--- src/rtl/ws_writeback_if.sv ---
// Bus bundle for ws_writeback: start/done handshake, S RAM read port and SRAM write port.
// The master modport is taken by the writeback engine, the slave modport by its environment.
interface ws_writeback_if;
  logic        WS_start;
  logic        WS_done;
  logic [1:0]  Seg_sel;
  logic [4:0]  RB;
  logic [5:0]  CB;
  logic [6:0]  S_read_address;
  logic [31:0] S_read_data;
  logic [17:0] SRAM_address;
  logic [15:0] SRAM_write_data;
  logic        SRAM_we_n;

  modport master (
    input  WS_start, Seg_sel, RB, CB, S_read_data,
    output WS_done, S_read_address, SRAM_address, SRAM_write_data, SRAM_we_n
  );

  modport slave (
    output WS_start, Seg_sel, RB, CB, S_read_data,
    input  WS_done, S_read_address, SRAM_address, SRAM_write_data, SRAM_we_n
  );
endinterface

--- src/rtl/ws_writeback.sv ---
// Writes one 8x8 S block back to SRAM as 32 packed pixel pairs (Y/U/V segment addressing).
// Optional macro WS_CLIP_EN: saturate S to 0..255 instead of truncating to S[7:0].
module ws_writeback (
  input  logic            CLOCK_50_I,
  input  logic            Reset,
  ws_writeback_if.master  ws
);

  typedef enum logic [2:0] {
    S_WS_IDLE,
    S_WS_RD_EVEN,
    S_WS_RD_ODD,
    S_WS_FLUSH,
    S_WS_DONE
  } ws_state_t;

  ws_state_t   state, next_state;
  logic        flush_cnt;
  logic [1:0]  seg_q;
  logic [4:0]  rb_q;
  logic [5:0]  cb_q;
  logic        arr_valid;
  logic [5:0]  arr_idx;
  logic [7:0]  even_q;
  logic [7:0]  pix;
  logic [7:0]  row;
  logic [7:0]  col;
  logic [17:0] base;
  logic [17:0] stride_term;
  logic [17:0] word_addr;
  logic        unused_bits;

  // NOTE: every signal written in always_comb gets a default first, so no path can infer a latch.
  always_comb begin
    next_state = state;
    case (state)
      S_WS_IDLE:    if (ws.WS_start) next_state = S_WS_RD_EVEN;
      S_WS_RD_EVEN: next_state = S_WS_RD_ODD;
      S_WS_RD_ODD:  next_state = (ws.S_read_address == 7'd63) ? S_WS_FLUSH : S_WS_RD_EVEN;
      S_WS_FLUSH:   if (flush_cnt) next_state = S_WS_DONE;
      S_WS_DONE:    next_state = S_WS_IDLE;
      default:      next_state = S_WS_IDLE;
    endcase
  end

  // NOTE: sequential state uses non-blocking assignments so all registers update from pre-edge values.
  always_ff @(posedge CLOCK_50_I or posedge Reset) begin
    if (Reset) state <= S_WS_IDLE;
    else       state <= next_state;
  end

  always_comb begin
`ifdef WS_CLIP_EN
    if (ws.S_read_data[31])          pix = 8'h00;
    else if (|ws.S_read_data[30:8])  pix = 8'hFF;
    else                             pix = ws.S_read_data[7:0];
`else
    pix = ws.S_read_data[7:0];
`endif
  end

`ifdef WS_CLIP_EN
  assign unused_bits = ws.S_read_address[6];
`else
  assign unused_bits = ^{ws.S_read_address[6], ws.S_read_data[31:8]};
`endif

  // Stride multiplies as shift-add: 160 = 128 + 32, 80 = 64 + 16.
  always_comb begin
    row = {rb_q, arr_idx[5:3]};
    col = {cb_q, arr_idx[2:1]};
    case (seg_q)
      2'd1: begin
        base        = 18'd38400;
        stride_term = {4'b0, row, 6'b0} + {6'b0, row, 4'b0};
      end
      2'd2: begin
        base        = 18'd57600;
        stride_term = {4'b0, row, 6'b0} + {6'b0, row, 4'b0};
      end
      default: begin
        base        = 18'd0;
        stride_term = {3'b0, row, 7'b0} + {5'b0, row, 5'b0};
      end
    endcase
    word_addr = base + stride_term + {10'b0, col};
  end

  always_ff @(posedge CLOCK_50_I or posedge Reset) begin
    if (Reset) begin
      seg_q              <= 2'd0;
      rb_q               <= 5'd0;
      cb_q               <= 6'd0;
      flush_cnt          <= 1'b0;
      arr_valid          <= 1'b0;
      arr_idx            <= 6'd0;
      even_q             <= 8'd0;
      ws.S_read_address  <= 7'd0;
      ws.SRAM_address    <= 18'd0;
      ws.SRAM_write_data <= 16'd0;
      ws.SRAM_we_n       <= 1'b1;
      ws.WS_done         <= 1'b0;
    end else begin
      if (state == S_WS_IDLE && ws.WS_start) begin
        seg_q             <= ws.Seg_sel;
        rb_q              <= ws.RB;
        cb_q              <= ws.CB;
        ws.S_read_address <= 7'd0;
      end else if (state == S_WS_RD_EVEN ||
                   (state == S_WS_RD_ODD && ws.S_read_address != 7'd63)) begin
        ws.S_read_address <= ws.S_read_address + 7'd1;
      end

      flush_cnt <= (state == S_WS_FLUSH) ? ~flush_cnt : 1'b0;

      // Data on S_read_data always belongs to the address presented one cycle earlier.
      arr_valid <= (state == S_WS_RD_EVEN) || (state == S_WS_RD_ODD);
      arr_idx   <= ws.S_read_address[5:0];

      if (arr_valid && !arr_idx[0]) even_q <= pix;

      if (arr_valid && arr_idx[0]) begin
        ws.SRAM_address    <= word_addr;
        ws.SRAM_write_data <= {even_q, pix};
        ws.SRAM_we_n       <= 1'b0;
      end else begin
        ws.SRAM_we_n       <= 1'b1;
      end

      ws.WS_done <= (next_state == S_WS_DONE);
    end
  end

endmodule

--- src/flat_wrapper.sv ---
// flat-port wrapper written by rule: the top's interface ports become plain ports
module ws_writeback_flat 
  (CLOCK_50_I, Reset, ws_WS_start, ws_Seg_sel, ws_RB, ws_CB, ws_S_read_data, ws_WS_done, ws_S_read_address, ws_SRAM_address, ws_SRAM_write_data, ws_SRAM_we_n);
  ws_writeback_if ws_i ();
  input  logic CLOCK_50_I;
  input  logic Reset;
  input wire logic [$bits(ws_i.WS_start)-1:0] ws_WS_start;
  input wire logic [$bits(ws_i.Seg_sel)-1:0] ws_Seg_sel;
  input wire logic [$bits(ws_i.RB)-1:0] ws_RB;
  input wire logic [$bits(ws_i.CB)-1:0] ws_CB;
  input wire logic [$bits(ws_i.S_read_data)-1:0] ws_S_read_data;
  output wire logic [$bits(ws_i.WS_done)-1:0] ws_WS_done;
  output wire logic [$bits(ws_i.S_read_address)-1:0] ws_S_read_address;
  output wire logic [$bits(ws_i.SRAM_address)-1:0] ws_SRAM_address;
  output wire logic [$bits(ws_i.SRAM_write_data)-1:0] ws_SRAM_write_data;
  output wire logic [$bits(ws_i.SRAM_we_n)-1:0] ws_SRAM_we_n;
  assign ws_i.WS_start = ws_WS_start;
  assign ws_i.Seg_sel = ws_Seg_sel;
  assign ws_i.RB = ws_RB;
  assign ws_i.CB = ws_CB;
  assign ws_i.S_read_data = ws_S_read_data;
  assign ws_WS_done = ws_i.WS_done;
  assign ws_S_read_address = ws_i.S_read_address;
  assign ws_SRAM_address = ws_i.SRAM_address;
  assign ws_SRAM_write_data = ws_i.SRAM_write_data;
  assign ws_SRAM_we_n = ws_i.SRAM_we_n;
  ws_writeback u_core (.CLOCK_50_I(CLOCK_50_I), .Reset(Reset), .ws(ws_i));
endmodule
--- config.mk ---
export PLATFORM = sky130hd
export DESIGN_NAME = ws_writeback_flat
export DESIGN_NICKNAME = d
export VERILOG_FILES = /design/src/rtl/ws_writeback_if.sv /design/src/rtl/ws_writeback.sv /design/src/flat_wrapper.sv
export SDC_FILE = /design/constraint.sdc
export NUM_CORES = 1
export LEC_CHECK = 0
export ABC_AREA = 1
export BUFFER_PORTS_ARGS = -buffer_cell sky130_fd_sc_hd__buf_2
export CAP_MARGIN = 40
export CORE_MARGIN = 2
export CORE_UTILIZATION = 48
export CTS_CLUSTER_SIZE = 40
export DETAILED_ROUTE_END_ITERATION = 12
export PLACE_DENSITY_LB_ADDON = 0.2
export SYNTH_ARGS = -nofsm -noshare
export SYNTH_HDL_FRONTEND = slang
export SYNTH_SLANG_ARGS = --single-unit
--- constraint.sdc ---
create_clock -name CLOCK_50_I -period 2.78 [get_ports CLOCK_50_I]
set_input_delay 0.417 -clock CLOCK_50_I [delete_from_list [all_inputs] [get_ports CLOCK_50_I]]
set_output_delay 0.417 -clock CLOCK_50_I [all_outputs]
set_load 0.1 [all_outputs]
; ---- Word-level counts from Yosys, hierarchy flattened
; Index checks and enable logic that the tools add are counted.
[op_classes]
bitwise_logic = 1
n_reduce_logical = 10
n_addsub = 5
mux = 10
n_eq_ne = 8
[op_table]
columns = operator, count
row1 = $pmux W16 S2, 1
row2 = $add A16 B18 Y18, 1
row3 = $add A18 B8 Y18, 1
row4 = $mux W18, 1
row5 = $add A15 B13 Y16, 1
row6 = $add A14 B12 Y15, 1
row7 = $mux W7, 2
row8 = $pmux W3 S4, 1
row9 = $add A7 B1 Y7 const B, 1
row10 = $eq A7 B6 Y1 const B, 1
row11 = $ne A7 B6 Y1 const B, 1
row12 = $eq A3 B2 Y1 const B, 2
row13 = $mux W3, 2
row14 = $logic_and A1 B1 Y1, 4
row15 = $eq A3 B1 Y1 const B, 1
row16 = $eq A3 B3 Y1 const B, 1
row17 = $logic_not A3 Y1, 1
row18 = $eq A2 B1 Y1 const B, 1
row19 = $eq A2 B2 Y1 const B, 1
row20 = $logic_or A1 B1 Y1, 2
row21 = $mux W1, 2
row22 = $mux W2, 1
row23 = $reduce_bool A2 Y1, 1
row24 = $reduce_or A2 Y1, 1
row25 = other kinds (2), 2
[totals]
output_inout_bits = 43
reg_bits = 75
in_bits = 48

; ---- Logic depth before layout (Yosys ltp)
[logic_depth]
ltp_word = 5
ltp_mapped = 19

; ---- Least setup slack after synthesis
; OpenSTA, ideal clock, no wires.
[synth_timing]
path_kind = register to register
start = register u_core.arr_idx[3]
end = register u_core.ws.SRAM_address[15]
arrival_time_ns = 2.582
period_less_slack_ns = 2.701
stages_incl_launch_ff = 17
slack_ns = 0.079
setup_ns = 0.119
path_cell_list = dfrtp_1 ha_1 inv_1 fa_1 nand3b_1 nand2_1 a21oi_1 o21ai_1 xor2_1 o21ai_0 ha_1 a21oi_1 nor2_1 nor2_1 nand3_1 nand2_1 nor2_1
[synth_between]
elab_chain_len = 4
[synth_rtl]
columns = element, line_no
row1 = from (decl), ws_writeback.sv:23  ; logic [5:0] arr_idx;
row2 = from (signal assigned), ws_writeback.sv:118  ; arr_idx <= ws.S_read_address[5:0];
row3 = $add A15 B13 Y16 / $add A14 B12 Y15 (equally long branches), "ws_writeback.sv:83, ws_writeback.sv:75, ws_writeback.sv:79"
row4 = $mux W18 (*), n/a
row5 = $add A16 B18 Y18 (*), ws_writeback.sv:86  ; word_addr = base + stride_term + {10'b0, col};
row6 = $add A18 B8 Y18 (*), ws_writeback.sv:86
row7 = to (signal assigned), ws_writeback.sv:123  ; ws.SRAM_address <= word_addr;
row8 = to (decl), ws_writeback_if.sv:17  ; output WS_done, S_read_address, SRAM_address, SRAM_write_data, SRAM_we_n
; Mark *: on every way between the ends. The rest lies on a longest branch, timed or not.
; A chain may end at the register's enable or synchronous reset.

; ---- Worst setup path after layout
[layout_timing]
start = register u_core.rb_q[1]
end = register u_core.ws.SRAM_address[15]
[layout_between]
elab_chain_len = 4
[layout_rtl]
columns = element, line_no
row1 = from (decl), ws_writeback.sv:20  ; logic [4:0] rb_q;
row2 = from (signal assigned), ws_writeback.sv:106  ; rb_q <= ws.RB;
row3 = $add A15 B13 Y16 / $add A14 B12 Y15 (equally long branches), "ws_writeback.sv:83, ws_writeback.sv:75, ws_writeback.sv:79"
row4 = $mux W18 (*), n/a
row5 = $add A16 B18 Y18 (*), ws_writeback.sv:86
row6 = $add A18 B8 Y18 (*), ws_writeback.sv:86
; Marked as above.

==> flow_summary.json <==
{
  "vias": 3113,
  "grt_max_degree": 47,
  "synthFlopType": "dfrtp_1",
  "htree_levels": 3,
  "final_cell_mix": "136 x nand2_1, 73 x dfrtp_1, 65 x buf_2",
  "clk_latency_ps": 370,
  "ios": 91,
  "routed_wl_um": 8071,
  "antenna_found_initial": 0,
  "syn-mean-instance-area_um2": 8.385,
  "cap_viol_max_count": 0,
  "crit_top_cell": "nand2_1",
  "tightest_slew_ps": 756.0,
  "gp_congestion": 0.8393,
  "route.detailed.drc": 0,
  "core_um2": 7607,
  "yosys_warnings": 0,
  "clkTransAtPathRegs_ps": 90,
  "clockBufferDepth": 2,
  "syn-instance-count": 442,
  "fin_crit_ps": 2765,
  "syn_area_um2": 3706,
  "crit_family": "simple AND/OR/NAND/NOR gates",
  "r2r-end": "u_core.ws.SRAM_address[15]$_DFFE_PP0P_",
  "io_buffers": 65,
  "fin_tns_setup_ps": 0,
  "dp.final_hpwl_um": 5393,
  "layout_commonest_cell": "nand2_1",
  "multi_input_area_um2": 1793,
  "skew_ps": 15.71,
  "ff_latch_area_um2": 1853,
  "cp_max_fo": 6,
  "cts_made_buffers": 9,
  "r2r_slack_ps": 10,
  "dr.pass1.iters": 4,
  "detail_route.iter0.violations": 187,
  "fp.dieH_um": 91.87,
  "synth_nets": 512,
  "r2r_start": "u_core.rb_q[1]$_DFFE_PP0P_",
  "end_kind": "flip-flop",
  "finalCritPeriodShare_pct": 99.47,
  "ys_types": 35,
  "power_leakage_nw": 2.504,
  "start_util_pct": 48.72,
  "synth_edf_count": 0,
  "power.total_w": 0.002141,
  "seq_area_frac_synth_pct": 50.00,
  "max_slew_margin_pct": 49.53,
  "cpPeakStageDelay_ps": 470,
  "path_buf_inv": 0,
  "slowest_stage": "dfrtp_1",
  "hold_buffers": 0,
  "vias_per_cell": 4.887,
  "slew_violations": 0,
  "nFillCells": 672,
  "outcome": "completed",
  "drive_gt1_share_pct": 29.53,
  "ant_nets": 0,
  "wl_per_cell_um": 12.67,
  "min_path_type": "in2async",
  "nets": 600,
  "peakVddDrop_uv": 325.9,
  "grt_overflow_total": 0,
  "tritoncts": "built",
  "num_rows": 32,
  "grt_use_total_pct": 19.11,
  "critical_path_class": "reg2reg",
  "die_area_um2": 8440,
  "diodes": 0,
  "r2r_cells": 17,
  "syn_to_final_growth_pct": 27.18,
  "dpl_cell_area_um2": 4227,
  "cp.required_ps": 3030,
  "grt_pass1_wl_um": 12900,
  "fmax_mhz": 361.6,
  "cts_root_buf": "clkbuf_8",
  "power-per-cell-area_nw_per_um2": 454.1,
  "cp-start-kind": "flip-flop",
  "ys_ff_latch": 74,
  "hold_violations": 0,
  "cts.sinks": 74,
  "grt_pass1_vias": 2847,
  "finalInstanceArea_um2": 4713,
  "setup_violations": 0,
  "path_cells": "ha_4 -> nand2_1 -> nor2_1 -> nand2_1 -> nand3_2 -> nand2_2 -> a21oi_2 -> xor2_1 -> nand2_1 -> o21ai_2 -> ha_1 -> a21oi_2 -> nor2_1 -> nor2_2 -> nand3_1 -> nand2_1 -> nor2_1",
  "rsz0062_at_grt": "yes",
  "arrival_ps": 3020,
  "async_reset_ff_share_pct": 100.0,
  "die_w_um": 91.87
}
## power breakdown
group | switching (W) | internal (W)
clock network | 0.000427 | 0.000448
registers | 0.00000898 | 0.00109
logic | 0.000135 | 0.0000288
## routing by layer
| metal | global-route usage [%] | up-vias | part of all wire [%] |
|---|---|---|---|
| met2 | 30.02 | 70 | 47 |
| met3 | 5.012 | 9 | 4.4 |
| met1 | 25.30 | 1444 | 47 |
| li1 | - | 1590 | - |
| met5 | 0 | - | 0 |
| met4 | 7.711 | 0 | 1.5 |
## kinds of logic after synthesis
group | Yosys count | share of synthesized area (%)
AOI/OAI and AO/OA | 65 | 9.385
xor gates and xnor gates | 6 | 1.418
adders and majority gates | 22 | 7.833
buffers and inverters | 65 | 6.820
DFF | 74 | 50.00
muxes | 1 | 0.2701
other | 1 | 0.1012
and+or+nand+nor | 208 | 24.17
## through the flow
| step | std cells | utilization [%] | hold WS, ps | setup slack [ps] |
|---|---|---|---|---|
| floorplan | 442 | - | 414.9 | 78.52 |
| global placement | 611 | 55.56 | 420.8 | -32.31 |
| detailed placement | 611 | 55.56 | 426.1 | -89.04 |
| CTS | 629 | 58.82 | 198.2 | -17.78 |
| global route | 637 | 61.96 | 236.0 | -178.5 |
| finish | 637 | 61.96 | 175.9 | 14.61 |
## worst reg2reg max path: cells and delay by family (launching register included)
family | cells | cell delay, ps
AND/OR/NAND/NOR | 11 | 970
adder cells (fa/ha/maj) | 2 | 610
flip-flops | 1 | 470
AO/OA/AOI/OAI | 3 | 400
XOR/XNOR | 1 | 200
## registers in the layout (all words and copies together) (netlist names)
register / count
u_core.state: 3
u_core.ws.WS_done: 1
u_core.rb_q: 5
u_core.ws.SRAM_we_n: 1
u_core.seg_q: 2
u_core.flush_cnt: 1
u_core.cb_q: 6
u_core.arr_idx: 6
u_core.ws.S_read_address: 7
u_core.ws.SRAM_address: 17
u_core.even_q: 8
u_core.ws.SRAM_write_data: 16
u_core.arr_valid: 1
## repair_timing
item	in CTS	in global routing
endpoints found under the setup margin	5	7
setup buffers	2	8
gates resized for setup	6	36
pin swaps	9	27
## cells in the mapped netlist (2+ instances only)
cell type	instances	share of area, %
nand2_1	144	15
dfrtp_1	73	49
inv_1	49	5.0
o21ai_0	38	5.1
nand3_1	23	3.1
ha_1	20	6.8
nor2_1	17	1.7
a21oi_1	13	1.8
clkbuf_1	10	1.0
nor3_1	6	0.81
o21ai_1	6	0.81
a31oi_1	4	0.68
nand2_2	4	0.68
xor2_1	4	0.95
inv_2	3	0.30
nand3b_1	3	0.61
nand4_1	3	0.51
buf_4	2	0.41
fa_1	2	1.1
nand3_2	2	0.54
xnor2_1	2	0.47
## cell type report
class	count	area share [%]
Inverter	52	4.141
Timing Repair Buffer	90	11.31
Tap cell	102	2.708
Clock buffer	10	2.920
Sequential cell	74	39.32
Multi-Input combinational cell	303	38.04
Clock inverter	6	1.566
## worst max path at each step
stage                                 from  cells past startpoint                                endpoint
2_1_floorplan  u_core.arr_idx[3]$_DFF_PP0_                     16  u_core.ws.SRAM_address[15]$_DFFE_PP0P_
3_3_place_gp   u_core.arr_idx[3]$_DFF_PP0_                     16  u_core.ws.SRAM_address[15]$_DFFE_PP0P_
3_5_place_dp   u_core.arr_idx[3]$_DFF_PP0_                     16  u_core.ws.SRAM_address[16]$_DFFE_PP0P_
4_1_cts        u_core.arr_idx[5]$_DFF_PP0_                     16  u_core.ws.SRAM_address[16]$_DFFE_PP0P_
5_1_grt        u_core.arr_idx[5]$_DFF_PP0_                     18  u_core.ws.SRAM_address[15]$_DFFE_PP0P_
6_report        u_core.rb_q[1]$_DFFE_PP0P_                     17  u_core.ws.SRAM_address[15]$_DFFE_PP0P_
No activity file was read; power rests on OpenSTA's default activity.
